$ cat src/rtl/sincos_cordic_iter.sv
// Iterative CORDIC sine/cosine, one micro-rotation per enabled clock, valid/ready on both sides.
// Define SINCOS_QUADRANT_FOLD_EN to accept [-pi, pi); otherwise angles are clamped to +/-pi/2.
module sincos_cordic_iter #(
    parameter int WIDTH = 21,
    parameter int FRAC  = 16,
    parameter int ITER  = 16
) (
    input  logic                    clk,
    input  logic                    rst,
    input  logic                    en,
    input  logic                    in_valid,
    output logic                    in_ready,
    input  logic signed [WIDTH-1:0] angle,
    output logic                    out_valid,
    input  logic                    out_ready,
    output logic signed [WIDTH-1:0] sin,
    output logic signed [WIDTH-1:0] cos
);
    localparam int ZW = WIDTH + 2;
    localparam int F2 = FRAC + 2;
    localparam int IW = (ITER > 1) ? $clog2(ITER) : 1;
    localparam longint unsigned PI_Q60  = 64'h3243F6A8885A308D;
    localparam longint unsigned PI4_Q60 = 64'h0C90FDAA22168C23;

    // Round a Q.60 constant to nearest at f fraction bits.
    function automatic longint unsigned rnd_q60(input longint unsigned v, input int unsigned f);
        return ((v >> (59 - f)) + 64'd1) >> 1;
    endfunction

    // atan(2^-n) in Q.60 via the alternating Taylor series (n >= 1 converges quickly).
    function automatic longint unsigned atan_q60(input int unsigned n);
        longint unsigned acc;
        longint unsigned term;
        int unsigned     e;
        if (n == 0) return PI4_Q60;
        acc = '0;
        for (int unsigned k = 0; k < 40; k++) begin
            e = n * (2 * k + 1);
            if (e <= 60) begin
                term = (64'd1 << (60 - e)) / 64'(2 * k + 1);
                if (k % 2 == 0) acc = acc + term;
                else            acc = acc - term;
            end
        end
        return acc;
    endfunction

    localparam logic signed [ZW-1:0]    K_Z   = ZW'((((64'd6072529350 << (F2 + 1)) / 64'd10000000000) + 64'd1) >> 1);
    localparam logic signed [ZW-1:0]    HPI_Z = ZW'(rnd_q60(PI_Q60 >> 1, F2));
    localparam logic signed [ZW-1:0]    PI_Z  = ZW'(rnd_q60(PI_Q60, F2));
    localparam logic signed [WIDTH-1:0] HPI_A = WIDTH'(rnd_q60(PI_Q60 >> 1, FRAC));
    localparam logic signed [ZW:0]      RND   = 2;
    localparam logic signed [ZW:0]      SMAX  = {4'b0000, {(WIDTH-1){1'b1}}};
    localparam logic signed [ZW:0]      SMIN  = {4'b1111, {(WIDTH-1){1'b0}}};

    typedef enum logic [1:0] {IDLE, ROT, FIX, DONE} state_t;

    state_t                 state;
    logic signed [ZW-1:0]   x, y, z;
    logic        [IW-1:0]   i;
    logic signed [ZW-1:0]   xs, ys, ang_z, z_load;
    logic signed [ZW-1:0]   atan_tab [ITER];
    logic                   neg_fix;

    for (genvar g = 0; g < ITER; g++) begin : g_atan
        assign atan_tab[g] = ZW'(rnd_q60(atan_q60(g), F2));
    end

    assign ang_z     = {angle, 2'b00};
    assign xs        = x >>> i;
    assign ys        = y >>> i;
    assign in_ready  = (state == IDLE);
    assign out_valid = (state == DONE);

`ifdef SINCOS_QUADRANT_FOLD_EN
    logic fold, fold_load;
    always_comb begin
        z_load    = ang_z;
        fold_load = 1'b0;
        if (angle > HPI_A) begin
            z_load    = ang_z - PI_Z;
            fold_load = 1'b1;
        end else if (angle < -HPI_A) begin
            z_load    = ang_z + PI_Z;
            fold_load = 1'b1;
        end
    end
    assign neg_fix = fold;
`else
    always_comb begin
        z_load = ang_z;
        if (angle > HPI_A)       z_load = HPI_Z;
        else if (angle < -HPI_A) z_load = -HPI_Z;
    end
    assign neg_fix = 1'b0;
`endif

    // Optional negation, drop the 2 guard bits with round-half-up, clip to WIDTH.
    function automatic logic signed [WIDTH-1:0] round_sat(input logic signed [ZW-1:0] v, input logic neg);
        logic signed [ZW:0] e;
        logic signed [ZW:0] r;
        e = {v[ZW-1], v};
        if (neg) e = -e;
        r = (e + RND) >>> 2;
        if (r > SMAX)      return SMAX[WIDTH-1:0];
        else if (r < SMIN) return SMIN[WIDTH-1:0];
        return r[WIDTH-1:0];
    endfunction

    always_ff @(posedge clk or negedge rst) begin
        if (!rst) begin
            state <= IDLE;
            x     <= '0;
            y     <= '0;
            z     <= '0;
            i     <= '0;
            sin   <= '0;
            cos   <= '0;
`ifdef SINCOS_QUADRANT_FOLD_EN
            fold  <= 1'b0;
`endif
        end else if (en) begin
            case (state)
                IDLE: if (in_valid) begin
                    x     <= K_Z;
                    y     <= '0;
                    z     <= z_load;
                    i     <= '0;
`ifdef SINCOS_QUADRANT_FOLD_EN
                    fold  <= fold_load;
`endif
                    state <= ROT;
                end
                ROT: begin
                    if (z[ZW-1]) begin
                        x <= x + ys;
                        y <= y - xs;
                        z <= z + atan_tab[i];
                    end else begin
                        x <= x - ys;
                        y <= y + xs;
                        z <= z - atan_tab[i];
                    end
                    i <= i + 1'b1;
                    if (i == IW'(ITER - 1)) state <= FIX;
                end
                FIX: begin
                    sin   <= round_sat(y, neg_fix);
                    cos   <= round_sat(x, neg_fix);
                    state <= DONE;
                end
                DONE: if (out_ready) state <= IDLE;
                default: state <= IDLE;
            endcase
        end
    end
endmodule

$ cat config.mk
export PLATFORM = sky130hd
export DESIGN_NAME = sincos_cordic_iter
export DESIGN_NICKNAME = d
export VERILOG_FILES = /design/src/rtl/sincos_cordic_iter.sv
export SDC_FILE = /design/constraint.sdc
export NUM_CORES = 1
export LEC_CHECK = 0
export BUFFER_PORTS_ARGS = -buffer_cell sky130_fd_sc_hd__buf_4
export CORE_MARGIN = 2
export CORE_UTILIZATION = 50
export DETAILED_ROUTE_END_ITERATION = 8
export PLACE_DENSITY = 0.67
export SETUP_SLACK_MARGIN = 0.02
export SLEW_MARGIN = 20
export SYNTH_ARGS = -nofsm -noshare
export SYNTH_HDL_FRONTEND = slang
export SYNTH_SLANG_ARGS = --single-unit
$ cat constraint.sdc
create_clock -name clk -period 10.99 [get_ports clk]
set_input_delay 2.198 -clock clk [delete_from_list [all_inputs] [get_ports clk]]
set_output_delay 2.198 -clock clk [all_outputs]
set_load 0.05 [all_outputs]
---- After elaboration in Yosys (flattened, before gate mapping) ----
Memories as Yosys holds them, arrays and structs flattened.
Index checks and enable logic that the tools add are counted.
storage, ports and cells
  output and inout bits ................... 44
  memories ................................ 1
  bits in read-only memories .............. 368
  flip-flop bits (word level) ............. 117
  word-level logic and storage cells ...... 76
  input bits .............................. 26
operators by class
  equality and inequality tests ........... 7
  magnitude comparators ................... 7
  bitwise gates (word level) .............. 1
  shifts and indexed selects .............. 2
  reductions and logical operators ........ 5
  add/sub/neg operators ................... 9
  mux-type cells .......................... 37
memories
  memory           words  width  read ports  clocked after Yosys merged registers in  wr ports  RTL line  text
  (no name shown)  16     23     1           0                                        0         142       z <= z - atan_tab[i];
operator list
  operator                                                          number
  2-to-1 mux 23 bit                                                 10
  case mux 23 bit (2 select lines)                                  3
  2-to-1 mux 21 bit                                                 6
  2-to-1 mux 24 bit                                                 4
  adder 23 bit                                                      3
  subtractor 23 bit                                                 3
  adder 24 x 3 -> 24 bit (second input constant)                    2
  >>> shifter 23 x 4 -> 23 bit                                      2
  greater-than comparator 22 x 21 -> 1 bit (second input constant)  2
  < comparator 22 x 21 -> 1 bit (second input constant)             2
  greater-than comparator 21 x 18 -> 1 bit (second input constant)  1
  < comparator 21 x 18 -> 1 bit (second input constant)             1
  2-to-1 mux 1 bit                                                  8
  case mux 2 bit (4 select lines)                                   1
  case mux 4 bit (2 select lines)                                   1
  2-to-1 mux 2 bit                                                  3
  >= comparator 5 bit (second input constant)                       1
  inverter 4 -> 5 bit                                               1
  adder 4 x 1 -> 4 bit (second input constant)                      1
  == test 2 bit (second input constant)                             2
  == test 4 bit (second input constant)                             1
  2-to-1 mux 4 bit                                                  1
  inequality test 2 bit (second input constant)                     2
  AND reduction 4 bit                                               1
  6 further kinds                                                   6

---- Depth between registers and ports, before layout ----
Gate-level depths: netlist (run 1).
  depth in word-level cells ............... 10
  gate-level depth with buffers ........... 29
  gate-level depth less buffers ........... 23

---- Worst setup path before layout (run 1) ----
No wires, ideal clock.
  path type ............................... register to register
  from .................................... register i[3]
  to ...................................... register x[22]
  arrival time ............................ 5.534 ns
  setup time .............................. 0.128 ns
  buffers on the path ..................... 8
  clock period less this slack ............ 5.662 ns
  data required time ...................... 10.862 ns
  setup slack ............................. 5.328 ns
  stages on the path, launching flop included .. 27
  path through ............................ dfrtp_1 > clkbuf_1 > buf_2 > buf_2 > buf_2 > clkbuf_1 > clkbuf_1 > buf_1 > buf_1 > nand3_1 > o21ai_0 > ha_1 > and4b_1 > nor4b_4 > a21oi_1 > xnor2_1 > ha_1 > and3_1 > and2_1 > nand2_1 > nand2_1 > a211o_1 > a31o_2 > a221oi_1 > xnor2_1 > a21oi_1 > o22ai_1
on the way
  cells in the longest elaborated chain, start to end .. 4
  elaborated cells between the ends (all ways) .. 5
  classes of those cells .................. add/sub: 2; shift: 1; mux: 2
RTL lines
  item                                                      RTL line  text
  from (decl)                                               60        logic [IW-1:0] i;
  from (signal assigned)                                    144       i <= i + 1'b1;
  >>> shifter 23 x 4 -> 23 bit *                            71        assign ys = y >>> i;
  subtractor 23 bit / adder 23 bit (equally long branches)  140, 136
  2-to-1 mux 23 bit *                                       135       if (z[ZW-1]) begin
  case mux 23 bit (2 select lines) *                        123       case (state)
  to (signal assigned)                                      136       x <= x + ys;
  to (signal assigned)                                      140       x <= x - ys;
  to (decl)                                                 59        logic signed [ZW-1:0] x, y, z;
Every way passes the cells marked *; elsewhere a longest branch is shown, timed or not.
A chain may end at the register's enable or synchronous reset.

---- Final worst setup path (run 1) ----
  from .................................... register i[1]
  to ...................................... register x[22]
The elaborated chain is that of the path after synthesis.

==> flow_metrics.py, run 1 <==
metrics = {
    "sta": {
        "fmax_mhz": 160.9,
        "slew_viol_final": 0,
        "setup_viol_count_final": 0,
        "slew_headroom": 0.3201,
        "tightest_slew_ns": 1.018,
        "rsz0062_at_grt": "no",
        "skew_ns": 0.01493,
        "final.setup.tns_ns": 0,
        "period_share": 0.5656,
        "hold_viol_final": 0,
        "fin_crit_ns": 6.216,
    },
    "logic_synthesis": {
        "synth_cells": 1559,
        "syn_area_sq_mm": 0.01291,
        "synth.net_count": 1676,
        "ys_types": 79,
        "synth_edf_count": 0,
        "ys_top_cells_by_area": "dfrtp_1 (23%), ha_1 (8.5%), mux4_2 (7.3%)",
        "yosys_warnings": 0,
        "ys.flop_type": "dfrtp_1",
        "synth.avg_cell_area_sq_um": 8.282,
        "synth-seq-cells": 117,
        "synth_top_cell_area_share": 0.2268,
        "yosysSeqAreaShare": 0.2268,
        "synthMostInstantiatedCell": "nand2_1",
        "async_reset_ff_frac": 1.000,
        "synth_top_area_cell": "dfrtp_1",
        "synth_common_cells": "nand2_1 (153), a21oi_1 (143), o21ai_0 (137)",
    },
    "finish": {
        "syn_to_final_growth_pct": 9.042,
        "nets": 1665,
        "diodes": 0,
        "drive_above_1_share": 0.1345,
        "fillers": 2289,
    },
    "clock_network": {
        "postCtsSetupBuffers": 0,
        "insertion_delay_ns": 0.44,
        "h-tree-depth": 4,
        "root_buffer": "clkbuf_16",
        "tritoncts": "done",
        "numCtsBuffers": 17,
        "clk_pin_slew_ns": 0.06,
        "cts_resized": 0,
        "clock-sinks": 117,
        "cts-hold-fix-buffers": 0,
        "cts.path.max_buffers": 2,
    },
    "grt": {
        "grt_usage": 0.2866,
        "grt_max_degree": 76,
        "first_global_vias": 11320,
        "grt_pass1_wl_mm": 60.66,
        "antenna_found_initial": 0,
        "grt_remaining_overflow": 0,
    },
    "floorplan": {
        "core_sq_mm": 0.02525,
        "rows": 58,
        "initial_core_util": 0.5112,
        "ios": 70,
        "die_w_um": 164.7,
        "dieArea_sq_mm": 0.02712,
        "fp.dieH_um": 164.7,
    },
    "routing": {
        "num_vias": 11950,
        "detail-route-antenna-nets": 0,
        "detail_route.wl_per_cell_um": 20.03,
        "drtPass1Iterations": 8,
        "drt-total-wl_mm": 37.88,
        "drc": 0,
        "viasPerCell": 6.318,
        "drt-initial-drc-count": 1197,
    },
    "status": {
        "status": "complete, no violations",
    },
    "critical_path": {
        "crit_fanout": 55,
        "end_kind": "flop",
        "worst-endpoint-arrival_ns": 6.52,
        "start_kind": "flop",
        "critPathRequiredTime_ns": 11.29,
        "path_class": "flop to flop",
    },
    "placed_design": {
        "portBuffers": 69,
        "dp_hpwl_mm": 26.13,
        "gp_congestion": 0.9220,
    },
    "run": {
        "max_cap_viol_count": 0,
    },
    "worst_hold_path": {
        "hold_path.class": "flop to flop",
    },
}
## layer usage
layer  part of all wire  global-route usage
met1               0.44              0.4039
met2               0.44              0.4382
met3              0.089             0.06404
met4              0.030             0.09130
met5                  0                   0
## final timing paths
check,endpoint,cells after the start,from,slack (ns)
setup / recovery,x[22]$_DFFE_PN0P_,21,i[1]$_DFFE_PN0P_,4.77
hold / removal,cos[17]$_DFFE_PN0P_,1,cos[17]$_DFFE_PN0P_,0.49
setup reg to reg,x[22]$_DFFE_PN0P_,21,i[1]$_DFFE_PN0P_,4.77
hold reg to reg,cos[17]$_DFFE_PN0P_,1,cos[17]$_DFFE_PN0P_,0.49
max in group asynchronous,sin[2]$_DFFE_PN0P_,2,rst,7.79
min in group asynchronous,z[21]$_DFFE_PN0P_,1,rst,1.78
## cell families after synthesis
| kind of cell | synth area share |
|---|---|
| AOI/OAI and AO/OA | 0.2194 |
| and+or+nand+nor | 0.1696 |
| adders and majority gates | 0.08993 |
| buffers and inverters | 0.05330 |
| xor gates and xnor gates | 0.09894 |
| muxes | 0.1421 |
| DFF | 0.2268 |
## registers in the layout (all words and copies together) (netlist names)
signal  cells
z          23
x          23
i           4
y          23
state       2
cos        21
sin        21
## critical path, stage by stage (launching register included)
cell	delay, ns
dfrtp_4	0.67
buf_4	0.66
mux4_2	0.62
mux2_2	0.30
a222oi_1	0.58
and3_1	0.32
nand2_1	0.07
nor2_1	0.17
and3_1	0.25
nor2_1	0.07
xnor2_1	0.15
ha_1	0.35
a21o_1	0.21
a21o_1	0.17
a21oi_1	0.18
nand2_1	0.09
a211o_1	0.29
a31o_2	0.23
a221oi_1	0.29
xnor2_1	0.13
a21oi_1	0.15
o22ai_1	0.10
## final cells by class
class	instances	area (sq um)	area share
Sequential cell	117	2937	0.2086
Clock inverter	15	155.1	0.01102
Multi-Input combinational cell	1275	9308	0.6611
Clock buffer	17	425.4	0.03022
Timing Repair Buffer	87	653.1	0.04639
Inverter	50	187.7	0.01333
Tap cell	330	412.9	0.02933
## per-stage QoR
| stage | cell area, sq um | worst slack (ns) | hold slack [ns] | std cells | util |
|---|---|---|---|---|---|
| 4_1_cts | 14080 | 4.806 | 0.4955 | 1891 | 0.5575 |
| 6_report | 14080 | 4.774 | 0.4929 | 1891 | 0.5575 |
| 3_5_place_dp | 13500 | 4.818 | 0.4815 | 1859 | 0.5345 |
| 5_1_grt | 14080 | 4.323 | 0.5059 | 1891 | 0.5575 |
| 3_3_place_gp | 13500 | 4.983 | 0.4737 | 1859 | 0.5345 |
| 2_1_floorplan | 12910 | 5.328 | 0.4563 | 1559 | - |
## layout by cell type, fill, tap and decap left out, types with 10 or more instances in the layout
| master | instances |
|---|---|
| and2_1 | 14 |
| xor2_1 | 73 |
| mux2_2 | 24 |
| nand2_1 | 152 |
| nor2b_1 | 16 |
| o22ai_1 | 16 |
| a21o_1 | 25 |
| xnor2_1 | 71 |
| buf_4 | 87 |
| a31oi_1 | 25 |
| a21oi_1 | 143 |
| dfrtp_1 | 112 |
| mux2i_1 | 25 |
| clkbuf_16 | 17 |
| ha_1 | 88 |
| nand3_1 | 38 |
| nor2_1 | 135 |
| o21ai_0 | 137 |
| nand2b_1 | 16 |
| o21a_1 | 27 |
| a22oi_1 | 10 |
| inv_1 | 49 |
| and3_1 | 22 |
| mux4_2 | 42 |
| mux4_1 | 14 |
| nor3_1 | 26 |
Power of run 1 is left out: the tool's default activity adds up to more than one toggle a clock period on the data nets, which glitch-free logic cannot reach.
==> run 2, diff against run 1 <==
Settings changed: ABC_AREA from default to 1, PLACE_DENSITY 0.67 to 0.7.
Clock period 10.99 ns to 5.1 ns, I/O delays scaled along.
==> flow_metrics.py, run 2 <==
metrics = {
    "clock_network": {
        "numCtsBuffers": 17,
        "clk_pin_slew_ns": 0.07,
        "cts.path.max_buffers": 2,
        "clock-sinks": 117,
        "root_buffer": "clkbuf_16",
        "tritoncts": "done",
        "insertion_delay_ns": 0.43,
        "cts-hold-fix-buffers": 0,
        "h-tree-depth": 4,
        "postCtsSetupBuffers": 0,
    },
    "routing": {
        "drtPass1Iterations": 6,
        "drc": 0,
        "detail-route-antenna-nets": 0,
        "drt-initial-drc-count": 1281,
        "detail_route.wl_per_cell_um": 16.87,
        "viasPerCell": 5.689,
        "num_vias": 13870,
        "drt-total-wl_mm": 41.14,
    },
    "critical_path": {
        "worst-r2r-cell-count": 25,
        "path_class": "flop to flop",
        "rr_endpoint": "x[18]$_DFFE_PN0P_",
        "startpoint": "i[0]$_DFFE_PN0P_",
        "r2r_slack_ns": 0.46,
        "start_kind": "flop",
        "r2r-start": "i[0]$_DFFE_PN0P_",
        "crit_fanout": 42,
        "critPathRequiredTime_ns": 5.43,
        "worst-endpoint-arrival_ns": 4.97,
        "end_kind": "flop",
        "critPathCapture": "x[18]$_DFFE_PN0P_",
    },
    "finish": {
        "diodes": 0,
        "final_util": 0.5568,
        "fillers": 2552,
        "nets": 2208,
        "layout_common_cells": "nand2_1 (531), nand3_1 (229), inv_1 (223)",
        "final_common_cell": "nand2_1",
        "drive_above_1_share": 0.1108,
        "top_regs": "x (23), y (23), z (23)",
        "syn_to_final_growth_pct": 9.966,
    },
    "logic_synthesis": {
        "synth-xor-area-share": 0.05259,
        "synth_cells": 2055,
        "synth_top_cell_area_share": 0.2225,
        "synth_edf_count": 0,
        "ys_types": 63,
        "syn_area_sq_mm": 0.01316,
        "synth.net_count": 2172,
        "synth-seq-cells": 117,
        "async_reset_ff_frac": 1.000,
        "synth.avg_cell_area_sq_um": 6.403,
        "ys_top_cells_by_area": "dfrtp_1 (22%), nand2_1 (15%), nand3_1 (8.7%)",
        "synth-simple-area-share": 0.3537,
        "synth_top_family_by_area": "simple AND/OR/NAND/NOR gates",
        "ys.flop_type": "dfrtp_1",
        "synth_common_cells": "nand2_1 (531), nand3_1 (229), inv_1 (224)",
        "synth_top_area_cell": "dfrtp_1",
        "synthMostInstantiatedCell": "nand2_1",
        "yosys_warnings": 0,
        "yosysSeqAreaShare": 0.2225,
        "synth_compound_area_frac": 0.1817,
        "synth.area.mux_share": 0,
        "synth_fa_ha_area_frac": 0.08825,
    },
    "grt": {
        "first_global_vias": 13180,
        "grt-busiest-layer": "met2",
        "met1_usage": 0.3957,
        "use_met3": 0.03217,
        "grt_usage": 0.2991,
        "grt_max_degree": 58,
        "grt_remaining_overflow": 0,
        "grtUsageMet2": 0.5138,
        "grt_pass1_wl_mm": 67.56,
        "antenna_found_initial": 0,
    },
    "placed_design": {
        "portBuffers": 69,
        "dp_hpwl_mm": 31.58,
        "gp_congestion": 0.9326,
    },
    "run": {
        "max_cap_viol_count": 0,
    },
    "status": {
        "status": "complete, no violations",
    },
    "worst_hold_path": {
        "hold_path.class": "flop to flop",
        "min_path_cells": 2,
        "hold_start": "sin[16]$_DFFE_PN0P_",
    },
    "sta": {
        "hold_viol_final": 0,
        "rsz0062_at_grt": "no",
        "period_share": 0.9093,
        "fin_crit_ns": 4.637,
        "fmax_mhz": 215.6,
        "setup_viol_count_final": 0,
        "skew_ns": 0.01683,
        "final.setup.tns_ns": 0,
        "slew_viol_final": 0,
        "slew_headroom": 0.3098,
        "tightest_slew_ns": 1.035,
    },
    "floorplan": {
        "initial_core_util": 0.5064,
        "ios": 70,
        "core_sq_mm": 0.02598,
        "dieArea_sq_mm": 0.02763,
        "fp.dieH_um": 166.2,
        "die_w_um": 166.2,
        "rows": 59,
    },
}
-- run 2: worst max-delay path, stage by stage (launching register included) --
cell and delay, ns:
dfrtp_1 0.59, buf_4 0.46, nand2_1 0.16, nand3_1 0.14, nand3_1 0.10, nand2_1 0.08
nand2_1 0.05, and3_1 0.23, ha_1 0.29, inv_1 0.03, o21ai_0 0.24, inv_1 0.10
fa_1 0.44, inv_1 0.08, nand3_1 0.08, nand2_1 0.12, a21boi_0 0.12, o21ai_0 0.30
a21oi_1 0.20, inv_1 0.08, nand2_1 0.05, nand2_1 0.09, a21oi_1 0.08, or2_2 0.27
nand3_1 0.07, nand2_1 0.05
-- run 2: metrics by stage --
step / area (sq um) / setup slack [ns] / hold slack (ns) / instances
after floorplan: 13160 / 1.399 / 0.4555 / 2055
after global placement: 13860 / 0.4731 / 0.4664 / 2407
after detailed placement: 13860 / 0.4693 / 0.4744 / 2407
after CTS: 14460 / 0.4484 / 0.4888 / 2438
after global routing: 14470 / 0.02415 / 0.5034 / 2438
final: 14470 / 0.4627 / 0.4869 / 2438
-- run 2: area by class of cell --
| type | instances | area (sq um) | share of cell area |
|---|---|---|---|
| clock buffer | 17 | 425.4 | 0.02940 |
| clock inverter | 14 | 177.7 | 0.01228 |
| inverter | 239 | 904.6 | 0.06252 |
| multi-input combinational | 1624 | 8910 | 0.6158 |
| sequential | 117 | 2929 | 0.2024 |
| tap | 335 | 419.2 | 0.02897 |
| timing repair buffer | 92 | 703.2 | 0.04860 |
-- run 2: cell families after synthesis --
logic type,Yosys count
adders and majority gates,91
DFF,117
xor gates and xnor gates,79
buffers and inverters,314
and+or+nand+nor,1039
AOI/OAI and AO/OA,415
-- run 2: worst min path at each step --
stage	end	slack, ns
floorplan	z[19]$_DFFE_PN0P_	0.46
global placement	cos[20]$_DFFE_PN0P_	0.47
detailed placement	cos[20]$_DFFE_PN0P_	0.47
CTS	cos[20]$_DFFE_PN0P_	0.49
global route	sin[16]$_DFFE_PN0P_	0.50
finish	sin[16]$_DFFE_PN0P_	0.49
-- run 2: metal layers --
metal / vias up / share of wire
met2: 464 / 0.47
met5: - / 0
met1: 6407 / 0.44
li1: 6932 / -
met4: 0 / 0.024
met3: 66 / 0.060
-- run 2: repair_timing --
item                                    CTS  global route
endpoints found under the setup margin    0             2
gates resized for setup                   0             1
endpoints found under the hold margin     0             0
Power of run 2 is left out for the same reason.
